$ cat src/rtl/clock_set_ctrl_if.sv
`default_nettype none
// +----------------------------------------------------------------------+
// | clock_set_ctrl_if : buttons/tick in, time-set control outputs out      |
// | Rev 1.0                                                              |
// +----------------------------------------------------------------------+
interface clock_set_ctrl_if;
  logic       btn_mode;
  logic       btn_inc;
  logic       btn_dec;
  logic       btn_left;
  logic       btn_right;
  logic       tick_1hz;
  logic       set_en;
  logic       inc_p;
  logic       dec_p;
  logic       left_p;
  logic       right_p;
  logic       run_en;
  logic       load_time;
  logic [1:0] state_o;

  modport master (
    output btn_mode, btn_inc, btn_dec, btn_left, btn_right, tick_1hz,
    input  set_en, inc_p, dec_p, left_p, right_p, run_en, load_time, state_o
  );

  modport slave (
    input  btn_mode, btn_inc, btn_dec, btn_left, btn_right, tick_1hz,
    output set_en, inc_p, dec_p, left_p, right_p, run_en, load_time, state_o
  );
endinterface
`default_nettype wire

$ cat src/rtl/clock_set_ctrl.sv
`default_nettype none
// +----------------------------------------------------------------------+
// | clock_set_ctrl : button debounce + RUN/ENTER/EDIT/COMMIT sequencer     |
// | Rev 1.0                                                              |
// +----------------------------------------------------------------------+
module clock_set_ctrl #(
  parameter int DB_CYCLES  = 4,
  parameter int TIMEOUT_S  = 10,
  parameter int COMMIT_DLY = 2
) (
  input  logic             MCLK,
  input  logic             RESET,
  clock_set_ctrl_if.slave  bus
);

  typedef enum logic [1:0] {
    ST_RUN    = 2'b00,
    ST_ENTER  = 2'b01,
    ST_EDIT   = 2'b10,
    ST_COMMIT = 2'b11
  } state_t;

  localparam int NB = 5;  // bit order: mode, inc, dec, left, right (priority high->low)

  logic [NB-1:0] raw_w;
  logic [NB-1:0] press_w;

  assign raw_w = {bus.btn_right, bus.btn_left, bus.btn_dec, bus.btn_inc, bus.btn_mode};

  generate
    for (genvar g = 0; g < NB; g++) begin : g_btn
      logic        sync1_q, sync2_q;
      logic        level_q, level_d;
      logic        press_q, press_d;
      logic [15:0] cnt_q, cnt_d;

      // Any sample equal to the current level restarts the stability count.
      always_comb begin
        level_d = level_q;
        press_d = 1'b0;
        cnt_d   = '0;
        if (sync2_q != level_q) begin
          if (cnt_q == 16'(DB_CYCLES - 1)) begin
            level_d = sync2_q;
            press_d = sync2_q;
          end else begin
            cnt_d = cnt_q + 16'd1;
          end
        end
      end

      always_ff @(posedge MCLK or posedge RESET) begin
        if (RESET) begin
          sync1_q <= 1'b0;
          sync2_q <= 1'b0;
          level_q <= 1'b0;
          press_q <= 1'b0;
          cnt_q   <= '0;
        end else begin
          sync1_q <= raw_w[g];
          sync2_q <= sync1_q;
          level_q <= level_d;
          press_q <= press_d;
          cnt_q   <= cnt_d;
        end
      end

      assign press_w[g] = press_q;
    end
  endgenerate

  state_t     state_q, state_d;
  logic [7:0] tmr_q, tmr_d;
  logic [5:0] idle_q, idle_d, idle_nx;
  logic       set_en_q, set_en_d;
  logic       run_en_q, run_en_d;
  logic       inc_q, inc_d, dec_q, dec_d, left_q, left_d, right_q, right_d;
  logic       load_q, load_d;

  always_comb begin
    state_d = state_q;
    tmr_d   = tmr_q;
    idle_d  = idle_q;
    idle_nx = idle_q + {5'd0, bus.tick_1hz};
    inc_d   = 1'b0;
    dec_d   = 1'b0;
    left_d  = 1'b0;
    right_d = 1'b0;
    load_d  = 1'b0;
    unique case (state_q)
      ST_RUN: begin
        if (press_w[0]) begin
          state_d = ST_ENTER;
          tmr_d   = '0;
        end
      end
      ST_ENTER: begin
        if (tmr_q == 8'd1) begin
          state_d = ST_EDIT;
          tmr_d   = '0;
          idle_d  = '0;
        end else begin
          tmr_d = tmr_q + 8'd1;
        end
      end
      ST_EDIT: begin
        // Timeout has precedence over a press accepted in the same cycle.
        if (idle_nx == 6'(TIMEOUT_S)) begin
          state_d = ST_RUN;
          idle_d  = '0;
        end else if (press_w[0]) begin
          state_d = ST_COMMIT;
          tmr_d   = '0;
          idle_d  = '0;
        end else if (press_w[1]) begin
          inc_d  = 1'b1;
          idle_d = '0;
        end else if (press_w[2]) begin
          dec_d  = 1'b1;
          idle_d = '0;
        end else if (press_w[3]) begin
          left_d = 1'b1;
          idle_d = '0;
        end else if (press_w[4]) begin
          right_d = 1'b1;
          idle_d  = '0;
        end else begin
          idle_d = idle_nx;
        end
      end
      ST_COMMIT: begin
        if (tmr_q == 8'(COMMIT_DLY)) begin
          state_d = ST_RUN;
          tmr_d   = '0;
        end else begin
          tmr_d  = tmr_q + 8'd1;
          load_d = (tmr_q == 8'(COMMIT_DLY - 1));
        end
      end
      default: state_d = ST_RUN;
    endcase
    set_en_d = (state_d != ST_RUN);
    run_en_d = (state_d == ST_RUN);
  end

  always_ff @(posedge MCLK or posedge RESET) begin
    if (RESET) begin
      state_q  <= ST_RUN;
      tmr_q    <= '0;
      idle_q   <= '0;
      set_en_q <= 1'b0;
      run_en_q <= 1'b1;
      inc_q    <= 1'b0;
      dec_q    <= 1'b0;
      left_q   <= 1'b0;
      right_q  <= 1'b0;
      load_q   <= 1'b0;
    end else begin
      state_q  <= state_d;
      tmr_q    <= tmr_d;
      idle_q   <= idle_d;
      set_en_q <= set_en_d;
      run_en_q <= run_en_d;
      inc_q    <= inc_d;
      dec_q    <= dec_d;
      left_q   <= left_d;
      right_q  <= right_d;
      load_q   <= load_d;
    end
  end

  assign bus.set_en    = set_en_q;
  assign bus.run_en    = run_en_q;
  assign bus.inc_p     = inc_q;
  assign bus.dec_p     = dec_q;
  assign bus.left_p    = left_q;
  assign bus.right_p   = right_q;
  assign bus.load_time = load_q;
  assign bus.state_o   = state_q;

endmodule
`default_nettype wire

$ cat src/flat_wrapper.sv
// flat-port wrapper written by rule: the top's interface ports become plain ports
module clock_set_ctrl_flat 
#(
  parameter int DB_CYCLES  = 4,
  parameter int TIMEOUT_S  = 10,
  parameter int COMMIT_DLY = 2
)
  (MCLK, RESET, bus_btn_mode, bus_btn_inc, bus_btn_dec, bus_btn_left, bus_btn_right, bus_tick_1hz, bus_set_en, bus_inc_p, bus_dec_p, bus_left_p, bus_right_p, bus_run_en, bus_load_time, bus_state_o);
  clock_set_ctrl_if bus_i ();
  input  logic MCLK;
  input  logic RESET;
  input wire logic [$bits(bus_i.btn_mode)-1:0] bus_btn_mode;
  input wire logic [$bits(bus_i.btn_inc)-1:0] bus_btn_inc;
  input wire logic [$bits(bus_i.btn_dec)-1:0] bus_btn_dec;
  input wire logic [$bits(bus_i.btn_left)-1:0] bus_btn_left;
  input wire logic [$bits(bus_i.btn_right)-1:0] bus_btn_right;
  input wire logic [$bits(bus_i.tick_1hz)-1:0] bus_tick_1hz;
  output wire logic [$bits(bus_i.set_en)-1:0] bus_set_en;
  output wire logic [$bits(bus_i.inc_p)-1:0] bus_inc_p;
  output wire logic [$bits(bus_i.dec_p)-1:0] bus_dec_p;
  output wire logic [$bits(bus_i.left_p)-1:0] bus_left_p;
  output wire logic [$bits(bus_i.right_p)-1:0] bus_right_p;
  output wire logic [$bits(bus_i.run_en)-1:0] bus_run_en;
  output wire logic [$bits(bus_i.load_time)-1:0] bus_load_time;
  output wire logic [$bits(bus_i.state_o)-1:0] bus_state_o;
  assign bus_i.btn_mode = bus_btn_mode;
  assign bus_i.btn_inc = bus_btn_inc;
  assign bus_i.btn_dec = bus_btn_dec;
  assign bus_i.btn_left = bus_btn_left;
  assign bus_i.btn_right = bus_btn_right;
  assign bus_i.tick_1hz = bus_tick_1hz;
  assign bus_set_en = bus_i.set_en;
  assign bus_inc_p = bus_i.inc_p;
  assign bus_dec_p = bus_i.dec_p;
  assign bus_left_p = bus_i.left_p;
  assign bus_right_p = bus_i.right_p;
  assign bus_run_en = bus_i.run_en;
  assign bus_load_time = bus_i.load_time;
  assign bus_state_o = bus_i.state_o;
  clock_set_ctrl #(.DB_CYCLES(DB_CYCLES), .TIMEOUT_S(TIMEOUT_S), .COMMIT_DLY(COMMIT_DLY)) u_core (.MCLK(MCLK), .RESET(RESET), .bus(bus_i));
endmodule
$ cat config.mk
export PLATFORM = sky130hd
export DESIGN_NAME = clock_set_ctrl_flat
export DESIGN_NICKNAME = d
export VERILOG_FILES = /design/src/rtl/clock_set_ctrl_if.sv /design/src/rtl/clock_set_ctrl.sv /design/src/flat_wrapper.sv
export SDC_FILE = /design/constraint.sdc
export NUM_CORES = 1
export LEC_CHECK = 0
export CAP_MARGIN = 25
export CORE_ASPECT_RATIO = 0.6
export CORE_MARGIN = 8
export CORE_UTILIZATION = 50
export CTS_BUF_LIST = sky130_fd_sc_hd__clkbuf_16
export DETAILED_ROUTE_END_ITERATION = 6
export PLACE_DENSITY = 0.74
export SLEW_MARGIN = 10
export SYNTH_ARGS = -nofsm -noshare
export SYNTH_HDL_FRONTEND = slang
export SYNTH_SLANG_ARGS = --single-unit
$ cat constraint.sdc
create_clock -name MCLK -period 12.58 [get_ports MCLK]
set_input_delay 2.516 -clock MCLK [delete_from_list [all_inputs] [get_ports MCLK]]
set_output_delay 2.516 -clock MCLK [all_outputs]
set_load 0.1 [all_outputs]
-- Word level (Yosys, flattened, before mapping)
Index checks and enable logic that the tools add are counted.
- add/sub/neg operators: 7
- eq/ne operators: 18
- mux-type cells: 63
- reductions and logical operators: 10
- operators with widths (cell ; count):
    16-bit 2-to-1 mux ; 10
    16-bit by 1-bit adder with 16-bit output, second input constant ; 5
    16-bit by 2-bit equality test with 1-bit output, second input constant ; 5
    6-bit 2-to-1 mux ; 7
    1-bit 2-to-1 mux ; 34
    8-bit 2-to-1 mux ; 4
    8-bit one-hot mux with 4 select lines ; 1
    6-bit one-hot mux with 2 select lines ; 1
    2-bit AND reduction ; 6
    2-bit 2-to-1 mux ; 5
    8-bit by 1-bit adder with 8-bit output, second input constant ; 1
    8-bit by 1-bit equality test with 1-bit output, second input constant ; 1
    8-bit by 2-bit equality test with 1-bit output, second input constant ; 1
    2-bit one-hot mux with 4 select lines ; 1
    6-bit by 1-bit adder with 6-bit output ; 1
    6-bit by 4-bit equality test with 1-bit output, second input constant ; 1
    1-bit inequality test ; 5
    2-bit equality test, second input constant ; 2
    2-bit logical NOT ; 2
    2-bit nonzero test ; 2
    2-bit by 1-bit equality test with 1-bit output, second input constant ; 1
    2-bit by 1-bit inequality test with 1-bit output, second input constant ; 1
    2-bit inequality test, second input constant ; 1
- register bits after elaboration: 123
- input port bits: 8
- output and inout bits: 9
- logic and storage cells: 133

-- Logic depth before layout (Yosys ltp)
Gate-level depths: netlist of run 1.
- word-level depth: 8
- mapped depth: 8
- mapped depth without buffers: 7

-- Least setup slack after synthesis of run 1
Ideal clock, no wire load.
- kind: input-to-reg
- start: input bus_tick_1hz
- end: register u_core.idle_q[3]
- library setup time: 0.124 ns
- data arrival time: 4.282 ns
- required time: 12.456 ns
- path slack: 8.174 ns
- stages: 6
- path buffers: 0
- cells stage by stage: ha_1 > ha_1 > or3b_2 > o31a_1 > and3_1 > a211o_1
- longest elaborated chain between the ends: 8
- elaborated cells between the ends (all ways): 9
- those cells by class: add/sub (1); eq/ne (1); mux (7)
- ends and longest elaborated chain (element ; line ; source):
    start: declaration ; flat_wrapper.sv:17 ; input wire logic [$bits(bus_i.tick_1hz)-1:0] bus_tick_1hz;
    6-bit by 1-bit adder with 6-bit output (*) ; clock_set_ctrl.sv:84 ; idle_nx = idle_q + {5'd0, bus.tick_1hz};
    6-bit 2-to-1 mux ; clock_set_ctrl.sv:124 ; end else if (press_w[4]) begin
    6-bit 2-to-1 mux ; clock_set_ctrl.sv:121 ; end else if (press_w[3]) begin
    6-bit 2-to-1 mux ; clock_set_ctrl.sv:118 ; end else if (press_w[2]) begin
    6-bit 2-to-1 mux ; clock_set_ctrl.sv:115 ; end else if (press_w[1]) begin
    6-bit 2-to-1 mux ; clock_set_ctrl.sv:111 ; end else if (press_w[0]) begin
    6-bit 2-to-1 mux (*) ; clock_set_ctrl.sv:108 ; if (idle_nx == 6'(TIMEOUT_S)) begin
    6-bit one-hot mux with 2 select lines (*) ; clock_set_ctrl.sv:90 ; unique case (state_q)
    end signal: assignment ; clock_set_ctrl.sv:161 ; idle_q <= idle_d;
    end: declaration ; clock_set_ctrl.sv:74 ; logic [5:0] idle_q, idle_d, idle_nx;
Every way passes the cells marked *; elsewhere a longest branch is shown, timed or not.
A chain may end at the register's enable or synchronous reset.

-- Worst setup path in the final report of run 1
- start: register u_core.state_q[0] (netlist: u_core.bus.state_o[0])
- end: output bus_state_o[0]
- RTL lines (element ; line ; source):
    start: declaration ; clock_set_ctrl.sv:72 ; state_t state_q, state_d;
    start signal: assignment ; clock_set_ctrl.sv:159 ; state_q <= state_d;
    end: declaration ; flat_wrapper.sv:25 ; output wire logic [$bits(bus_i.state_o)-1:0] bus_state_o;
No word-level cell between the ends.

==> reports/qor.yml, run 1 <==
clocking:
  holdBufCountCts: 0
  cts_buffers: 17
  cts_setup_buffers: 0
  cts_resized: 0
  clock_latency_ps: 410
  cts.sinks: 123
  clk_path_buf_depth: 2
  clkTransAtPathRegs_ps: 50
  cts-root-buf: "clkbuf_16"
  cts_max_level: 4
  cts_tree: "built"
placement:
  gp_congestion: 0.824
  placed_cell_area_sq_um: 5970
  port_buffers: 16
  dp_hpwl_mm: 7.07
floorplanning:
  io-pin-count: 17
  core_sq_um: 11200
  rows: 30
  die_h_um: 98.5
  dieArea_sq_um: 15100
  initial_core_util_pct: 50.7
  die_w_um: 154
detailed_routing:
  vias_per_cell: 5.52
  avgRoutedWirePerCell_um: 15.2
  drc_errors: 0
  drt_iter0_markers: 180
  ant_nets: 0
  routed_wl_mm: 10.8
  drt_pre_antenna_iters: 4
  vias: 3923
synth:
  synth-xor-area-share_pct: 12.0
  synth_common_cells: "dfrtp_1 (122), nor2_1 (88), xor2_1 (52), nand3_1 (45), xnor2_1 (26)"
  synthFlopType: "dfrtp_1"
  ys_types: 44
  synthSimpleGateAreaFrac_pct: 24.2
  yosysMostFrequentCell: "dfrtp_1"
  synth_area_sq_um: 5670
  synthArstFlopShare_pct: 100
  synth_compound_area_share_pct: 4.56
  synth_edf_count: 0
  ys_seq_area_share_pct: 54.3
  synth_top_family_by_area: "simple AND/OR/NAND/NOR gates"
  syn_nets: 549
  yosysWarnings: 0
  yosysTopAreaCell: "dfrtp_1"
  synth_top_area_share_pct: 53.8
  yosys-top-cells-area: "dfrtp_1 (54%), xor2_1 (8.0%), nor2_1 (5.8%), xnor2_1 (4.0%), nand3_1 (4.0%)"
  yosys_register_bits: 123
  avgSynthCellArea_sq_um: 10.7
  synth_fa_ha_area_share_pct: 2.21
  synth_mux_area_share_pct: 1.17
  synthCells: 531
cells_and_area:
  fin_nets: 573
  final_area_sq_um: 6560
  final_core_util_pct: 58.6
  antenna_cells: 0
  areaGrowthSynthToFinish_pct: 15.6
  post_route_cells_drive_above_1_share_pct: 7.41
sta:
  slew_violations: 0
  rsz0062_at_grt: "false"
  max_freq_mhz: 212
  fin_skew_ps: 8.62
  relSlewSlack_pct: 35.1
  worst_slew_pin_slew_ps: 971
  finalSetupViolCount: 0
  tns_ps: 0
  hold_viol_final: 0
  period_share_pct: 37.5
  period_minus_slack_ps: 4720
min_path:
  hp-class: "reg -> reg"
setup_path:
  path_max_fanout: 11
  cp_cell_sequence: "clkdlybuf4s50_1"
  critPathBufInv: 1
  critPathArrivalTime_ps: 2200
  slowest_stage: "clkdlybuf4s50_1"
  max_stage_delay_ps: 1210
  worst_path_dominant_cell_family: "buffers and inverters"
  crit_path_end_kind: "output pin"
  critPathLaunchType: "flop"
  required_ps: 10060
  worstSetupPathType: "reg -> out"
outcome:
  outcome: "finished clean"
pwr:
  pwr_density_cell_nw_per_um2: 161
  leakage_nw: 2.97
  ir_drop_mv: 0.111
global_routing:
  gr-usage-all-layers_pct: 15.2
  grt_max_degree: 65
  grt_pass1_wl_mm: 18.9
  antenna_found_initial: 0
  gr-total-overflow: 0
  first_global_vias: 3897
job:
  drv_cap: 0
## placed cells by master, fill, tap and decap left out, types with 17 or more instances in the layout
cell type / synthesis / routed
nand4_1: 17 / 17
xor2_1: 52 / 52
dfrtp_1: 122 / 122
and3_1: 21 / 21
nand3_1: 45 / 45
clkbuf_16: 0 / 17
nand2_1: 25 / 25
xnor2_1: 26 / 26
nor2_1: 88 / 88
nor4_1: 17 / 17
## metrics by stage
step                cells  total power [W]  setup slack (ps)  hold slack [ps]
floorplan             531         0.000545              6790              331
global placement      680         0.000568              7660              333
detailed placement    680         0.000575              7590              335
CTS                   711          0.00107              7860              347
global route          711          0.00111              7810              354
finish                711          0.00106              7860              346
## registers in the layout, indices dropped and copies added, names as in the netlist, 2 cells and up
| signal | cells |
|---|---|
| u_core.g_btn.sync2_q | 5 |
| u_core.idle_q | 6 |
| u_core.g_btn.sync1_q | 5 |
| u_core.g_btn.cnt_q | 80 |
| u_core.g_btn.level_q | 5 |
| u_core.bus.state_o | 2 |
| u_core.g_btn.press_q | 5 |
| u_core.tmr_q | 8 |
## final timing paths
check | depth (start not counted) | end | from | slack [ps]
setup / recovery | 1 | bus_state_o[0] | u_core.bus.state_o[0] | 7860
hold / removal | 0 | u_core.g_btn[4].sync2_q | u_core.g_btn[4].sync1_q | 350
setup reg to reg | 6 | u_core.idle_q[3] | u_core.idle_q[0] | 10160
hold reg to reg | 0 | u_core.g_btn[4].sync2_q | u_core.g_btn[4].sync1_q | 350
max in group asynchronous | 3 | u_core.g_btn[4].cnt_q[0] | RESET | 8720
min in group asynchronous | 2 | u_core.g_btn[3].cnt_q[7] | RESET | 2600
## layout make-up
cell class                 count  area, sq um
tap                          144          180
fill                         909         4630
clock buffer                  17          425
clock inverter                14          164
sequential                   123         3080
timing repair buffer          17          168
multi-input combinational    387         2510
inverter                       9         36.3
## power by group
part | internal [W] | switching (W)
sequential | 0.000425 | 0.0000321
combinational | 0.0000374 | 0.0000760
clock | 0.000324 | 0.000162
total | 0.000786 | 0.000270
## per-layer routing
metal	routed length (um)	global-route usage, %	vias up
met5	0	0	-
met4	106	6.29	0
met3	373	4.02	14
met2	4940	23.0	58
met1	5350	20.3	1948
li1	-	-	1903
## logic make-up (layout without fill, tap and decap cells)
family          Yosys count  in the layout
fa+ha+maj                10             10
buf+inv                  21             57
simple gates            263            263
mux                       6              6
flops                   123            123
compound gates           30             30
xor+xnor                 78             78
Note: power is estimated with default switching activity, not from simulation.
==> run 2: changes to the inputs <==
==> constraint.sdc (replaced) <==
create_clock -name MCLK -period 4.43 [get_ports MCLK]
set_input_delay 0.886 -clock MCLK [delete_from_list [all_inputs] [get_ports MCLK]]
set_output_delay 0.886 -clock MCLK [all_outputs]
set_load 0.1 [all_outputs]
==> reports/qor.yml, run 2 (same netlist as run 1, synthesis figures left out) <==
outcome:
  outcome: "finished clean"
clocking:
  clk_path_buf_depth: 2  # unchanged
  clkTransAtPathRegs_ps: 50  # about the same
  cts_setup_buffers: 0  # unchanged
  holdBufCountCts: 0  # unchanged
  cts_tree: "built"
  cts_max_level: 4  # unchanged
  clock_latency_ps: 410  # about the same
  cts-root-buf: "clkbuf_16"
  cts_resized: 0  # unchanged
  cts_buffers: 17  # unchanged
  cts.sinks: 123  # unchanged
cells_and_area:
  most-common-layout-cells: "dfrtp_1 (122), nor2_1 (88), xor2_1 (52), nand3_1 (45), xnor2_1 (26)"
  regMostFlops: "u_core.g_btn.cnt_q"
  reg.largest.list: "u_core.g_btn.cnt_q (80), u_core.tmr_q (8), u_core.idle_q (6)"
  n_fill_cell: 924  # +1.7%
  antenna_cells: 0  # unchanged
  fin_cells: 713  # +0.28%
  areaGrowthSynthToFinish_pct: 17.0
  fin_nets: 574  # +0.17%
  post_route_cells_drive_above_1_share_pct: 8.26  # +0.85 points
  largest_reg_flops: 80  # unchanged
  final_common_cell: "dfrtp_1"
sta:
  slew_violations: 0  # unchanged
  relSlewSlack_pct: 34.3  # -0.75 points
  worst_slew_pin_slew_ps: 982  # +11.2 ps
  max_freq_mhz: 323
  setup_ws_ps: 1340  # -6530 ps
  finalSetupViolCount: 0  # unchanged
  hold_viol_final: 0  # unchanged
  period_minus_slack_ps: 3090
  period_share_pct: 69.9
  fin_skew_ps: 7.47  # -1.15 ps
  tns_ps: 0  # unchanged
  rsz0062_at_grt: "false"
setup_path:
  worst_path_dominant_cell_family: "buffers and inverters"
  reg2reg_depth: 6  # unchanged
  regToRegSetupSlack_ps: 2020  # -8140 ps
  required_ps: 3540  # -6520 ps
  critPathArrivalTime_ps: 2210  # about the same
  cp_cell_sequence: "clkdlybuf4s50_1"
  rr_startpoint: "u_core.idle_q[0]"
  path_max_fanout: 11  # unchanged
  crit_path_end_kind: "output pin"
  critPathLaunchType: "flop"
  max_stage_delay_ps: 1210  # about the same
  rr_endpoint: "u_core.idle_q[3]"
  worstSetupPathType: "reg -> out"
  critPathBufInv: 1  # unchanged
  slowest_stage: "clkdlybuf4s50_1"
detailed_routing:
  vias_per_cell: 5.41  # -1.9%
  drt_pre_antenna_iters: 4  # unchanged
  vias: 3860  # -1.6%
  routed_wl_mm: 10.3  # -4.1%
  avgRoutedWirePerCell_um: 14.5  # -4.4%
  drc_errors: 0  # unchanged
  drt_iter0_markers: 211  # +17%
  ant_nets: 0  # unchanged
job:
  drv_cap: 0  # unchanged
global_routing:
  gr-usage-all-layers_pct: 14.5  # -0.67 points
  antenna_found_initial: 0  # unchanged
  gr-total-overflow: 0  # unchanged
  grt_pass1_wl_mm: 17.8  # -5.7%
  first_global_vias: 3723  # -4.5%
  grt_max_degree: 76  # +17%
floorplanning:
  die_h_um: 98.5  # unchanged
  io-pin-count: 17  # unchanged
  dieArea_sq_um: 15100  # unchanged
  die_w_um: 154  # unchanged
  rows: 30  # unchanged
  core_sq_um: 11200  # unchanged
  initial_core_util_pct: 50.7  # unchanged
placement:
  gp_congestion: 0.802  # -2.7%
  dp_cells: 680  # unchanged
  pre_cts_slack_ps: 1100  # -6490 ps
  port_buffers: 16  # unchanged
  dp_hpwl_mm: 6.84  # -3.2%
pwr:
  leakage_nw: 2.99  # +0.81%
  ir_drop_mv: 0.309  # +180%
  pwr_density_cell_nw_per_um2: 465  # +190%
min_path:
  hold_start: "u_core.g_btn[4].sync1_q"
  hold_depth: 0  # unchanged
  whs_endpoint: "u_core.g_btn[4].sync2_q"
  hp-class: "reg -> reg"
-- run 2: where the power goes --
part | leakage (nW) | internal (W) | switching [W]
clock | 0.307 | 0.000987 | 0.000489
sequential | 1.63 | 0.00121 | 0.0000924
combinational | 1.05 | 0.000108 | 0.000207
-- run 2: area by class of cell --
type | instances | area [sq um] | share of cell area [%]
Sequential cell | 123 | 3080 | 46.4
Multi-Input combinational cell | 387 | 2510 | 37.7
Timing Repair Buffer | 18 | 208 | 3.13
Clock inverter | 15 | 204 | 3.07
Clock buffer | 17 | 425 | 6.41
Tap cell | 144 | 180 | 2.71
Inverter | 9 | 36.3 | 0.547
-- run 2: worst max-delay path by stage --
stage,startpoint,end,slack [ps],cells after the start
after global placement,bus_tick_1hz,u_core.idle_q[3],1140,7
after floorplan,RESET,u_core.bus.dec_p,270,1
after CTS,u_core.bus.state_o[0],bus_state_o[0],1310,1
after detailed placement,bus_tick_1hz,u_core.idle_q[3],1100,7
final,u_core.bus.state_o[0],bus_state_o[0],1340,1
after global routing,u_core.bus.state_o[0],bus_state_o[0],1260,1
-- run 2: per-layer routing --
layer  vias up  GRT usage, %  wire [um]
met5         -             0          0
met4         0          7.19        189
met3        18          4.50        454
met2        63          20.1       4420
met1      1865          20.1       5260
li1       1914             -          -
-- run 2: per-stage QoR --
stage               util [%]  hold slack [ps]  total power (W)  area [sq um]
finish                  59.4              347          0.00309          6640
global route            59.4              351          0.00323          6640
CTS                     59.1              347          0.00312          6610
detailed placement      53.5              335          0.00163          5980
global placement        53.5              333          0.00162          5980
floorplan                  -              331          0.00155          5670
==> run 3: changes to the inputs <==
--- a/config.mk
+++ b/config.mk
@@ -11,7 +11,7 @@
 export CORE_UTILIZATION = 50
 export CTS_BUF_LIST = sky130_fd_sc_hd__clkbuf_16
 export DETAILED_ROUTE_END_ITERATION = 6
-export PLACE_DENSITY = 0.74
+export PLACE_DENSITY = 0.77
 export SLEW_MARGIN = 10
 export SYNTH_ARGS = -nofsm -noshare
 export SYNTH_HDL_FRONTEND = slang
==> constraint.sdc (replaced) <==
create_clock -name MCLK -period 2.5 [get_ports MCLK]
set_input_delay 0.5 -clock MCLK [delete_from_list [all_inputs] [get_ports MCLK]]
set_output_delay 0.5 -clock MCLK [all_outputs]
set_load 0.1 [all_outputs]
==> reports/qor.yml, run 3 (same netlist as run 1, synthesis figures left out) <==
global_routing:
  gr-usage-all-layers_pct: 15.6  # +1.1 points
  gr-usage-met1_pct: 20.8  # +0.79 points
  gr-usage-met2_pct: 22.9  # +2.7 points
  grt_pass1_wl_mm: 19.0  # +6.9%
  busiest_layer: "met2"
  grt_max_degree: 56  # -26%
  first_global_vias: 4016  # +7.9%
  grt_use_met3_pct: 4.76  # +0.26 points
  gr-total-overflow: 0  # unchanged
  antenna_found_initial: 0  # unchanged
setup_path:
  crit_top_cell: "ha_1"
  slowest_stage: "clkdlybuf4s50_1"
  critPathLaunchType: "input pin"
  crit_path_end_kind: "flop"
  max_stage_delay_ps: 420  # -790 ps
  regToRegSetupSlack_ps: 210  # -1810 ps
  required_ps: 2790  # -750 ps
  reg2reg_depth: 6  # unchanged
  rr_endpoint: "u_core.idle_q[3]"
  worstSetupPathType: "in -> reg"
  path_max_fanout: 6  # -5
  cp_cell_sequence: "clkdlybuf4s50_1 -> ha_1 -> ha_1 -> or3b_4 -> o31a_1 -> and3_1 -> a211o_1"
  rr_startpoint: "u_core.idle_q[0]"
  critPathArrivalTime_ps: 2720  # +510 ps
clocking:
  cts_max_level: 4  # unchanged
  cts.sinks: 123  # unchanged
  clk_path_buf_depth: 2  # unchanged
  cts-root-buf: "clkbuf_16"
  clock_latency_ps: 410  # about the same
  clkTransAtPathRegs_ps: 50  # about the same
  holdBufCountCts: 0  # unchanged
  cts_tree: "built"
  cts_buffers: 17  # unchanged
  cts_setup_buffers: 0  # unchanged
cells_and_area:
  final_area_sq_um: 6590  # -0.70%
  reg.largest.list: "u_core.g_btn.cnt_q (80), u_core.tmr_q (8), u_core.idle_q (6)"
  most-common-layout-cells: "dfrtp_1 (122), nor2_1 (88), xor2_1 (52), nand3_1 (45), xnor2_1 (26)"
  regMostFlops: "u_core.g_btn.cnt_q"
  fin_cells: 722  # +1.3%
  antenna_cells: 0  # unchanged
  largest_reg_flops: 80  # unchanged
  areaGrowthSynthToFinish_pct: 16.2
  post_route_cells_drive_above_1_share_pct: 11.1  # +2.8 points
  fin_nets: 584  # +1.7%
  final_common_cell: "dfrtp_1"
floorplanning:
  io-pin-count: 17  # unchanged
  die_h_um: 98.5  # unchanged
  initial_core_util_pct: 50.7  # unchanged
  rows: 30  # unchanged
  dieArea_sq_um: 15100  # unchanged
  die_w_um: 154  # unchanged
  core_sq_um: 11200  # unchanged
pwr:
  leakage_nw: 3.02  # +1.0%
  total_power_w: 0.00512  # +66%
  pwr_density_cell_nw_per_um2: 777  # +67%
  ir_drop_mv: 0.426  # +38%
sta:
  hold_viol_final: 0  # unchanged
  relSlewSlack_pct: 67.1  # +33 points
  rsz0062_at_grt: "false"
  finalSetupViolCount: 0  # unchanged
  fin_skew_ps: 9.73  # +2.26 ps
  slew_violations: 0  # unchanged
  period_share_pct: 97.1
  max_freq_mhz: 412
  period_minus_slack_ps: 2430
  worst_slew_pin_slew_ps: 492  # -490 ps
detailed_routing:
  drt_iter0_markers: 192  # -9.0%
  routed_wl_mm: 11.1  # +7.8%
  drc_errors: 0  # unchanged
  avgRoutedWirePerCell_um: 15.4  # +6.4%
  vias_per_cell: 5.54  # +2.3%
  vias: 3997  # +3.5%
  drt_pre_antenna_iters: 4  # unchanged
  ant_nets: 0  # unchanged
placement:
  port_buffers: 16  # unchanged
  placed_cell_area_sq_um: 6040  # +1.0%
  dp_hpwl_mm: 7.53  # +10%
  gp_congestion: 0.816  # +1.8%
  dp_cells: 691  # +1.6%
min_path:
  hold_start: "u_core.g_btn[1].sync1_q"
  whs_endpoint: "u_core.g_btn[1].sync2_q"
  hp-class: "reg -> reg"
  hold_depth: 0  # unchanged
job:
  drv_cap: 0  # unchanged
outcome:
  outcome: "finished clean"
run 3: cell count changes in the layout (fill, tap and decap cells not counted), sizes merged:
cell / before / now
buf: 2 / 21
inv: 11 / 12
clkinv: 6 / 8
bufinv: 5 / 2
clkdlybuf4s50: 16 / 7
clkinvlp: 2 / 1
run 3: routing by layer:
layer  vias up  wire (um)
met5         -          0
met2        93       4950
li1       1923          -
met3        21        518
met4         0        198
met1      1960       5470
run 3: worst max-delay path, delay by kind of cell:
family / cells / cell delay, ps
AOI/OAI and AO/OA: 2 / 620
and+or+nand+nor: 2 / 610
adders and majority gates: 2 / 560
buffers and inverters: 1 / 420
run 3: how the worst max path moves through the flow:
stage,startpoint,end,slack (ps),cells past startpoint
after floorplan,bus_tick_1hz,u_core.idle_q[3],110,6
after global placement,bus_tick_1hz,u_core.idle_q[3],-310,7
after detailed placement,bus_tick_1hz,u_core.idle_q[3],-450,7
after CTS,bus_tick_1hz,u_core.idle_q[3],20,7
after global routing,bus_tick_1hz,u_core.idle_q[3],30,7
final,bus_tick_1hz,u_core.idle_q[3],70,7
run 3: report_power, final:
group	switching (W)	internal, W	leakage [nW]	total, W
Combinational	0.000375	0.000193	1.10	0.000569
Sequential	0.000158	0.00214	1.63	0.00230
Clock	0.000828	0.00143	0.286	0.00225
run 3: repair_timing:
| item | in CTS | in global routing |
|---|---|---|
| resized for setup | 0 | 2 |
| pin swaps | 1 | 1 |
| endpoints found under the setup margin | 2 | 5 |
run 3: cell type report:
type	count	area (sq um)
multi-input cells	387	2510
clock inverters	14	116
flip-flops and latches	123	3080
repair buffers	28	240
clock buffers	17	425
well taps	144	180
fillers	929	4590
inverters	9	37.5
run 3: metrics by stage:
step	setup WS, ps	hold WS, ps	util, %	setup TNS, ps
after detailed placement	-449	339	54.0	-6370
after floorplan	110	331	-	0
final	71.3	346	58.9	0
after CTS	15.1	349	58.9	0
after global routing	34.8	358	58.9	0
after global placement	-314	336	54.0	-4020
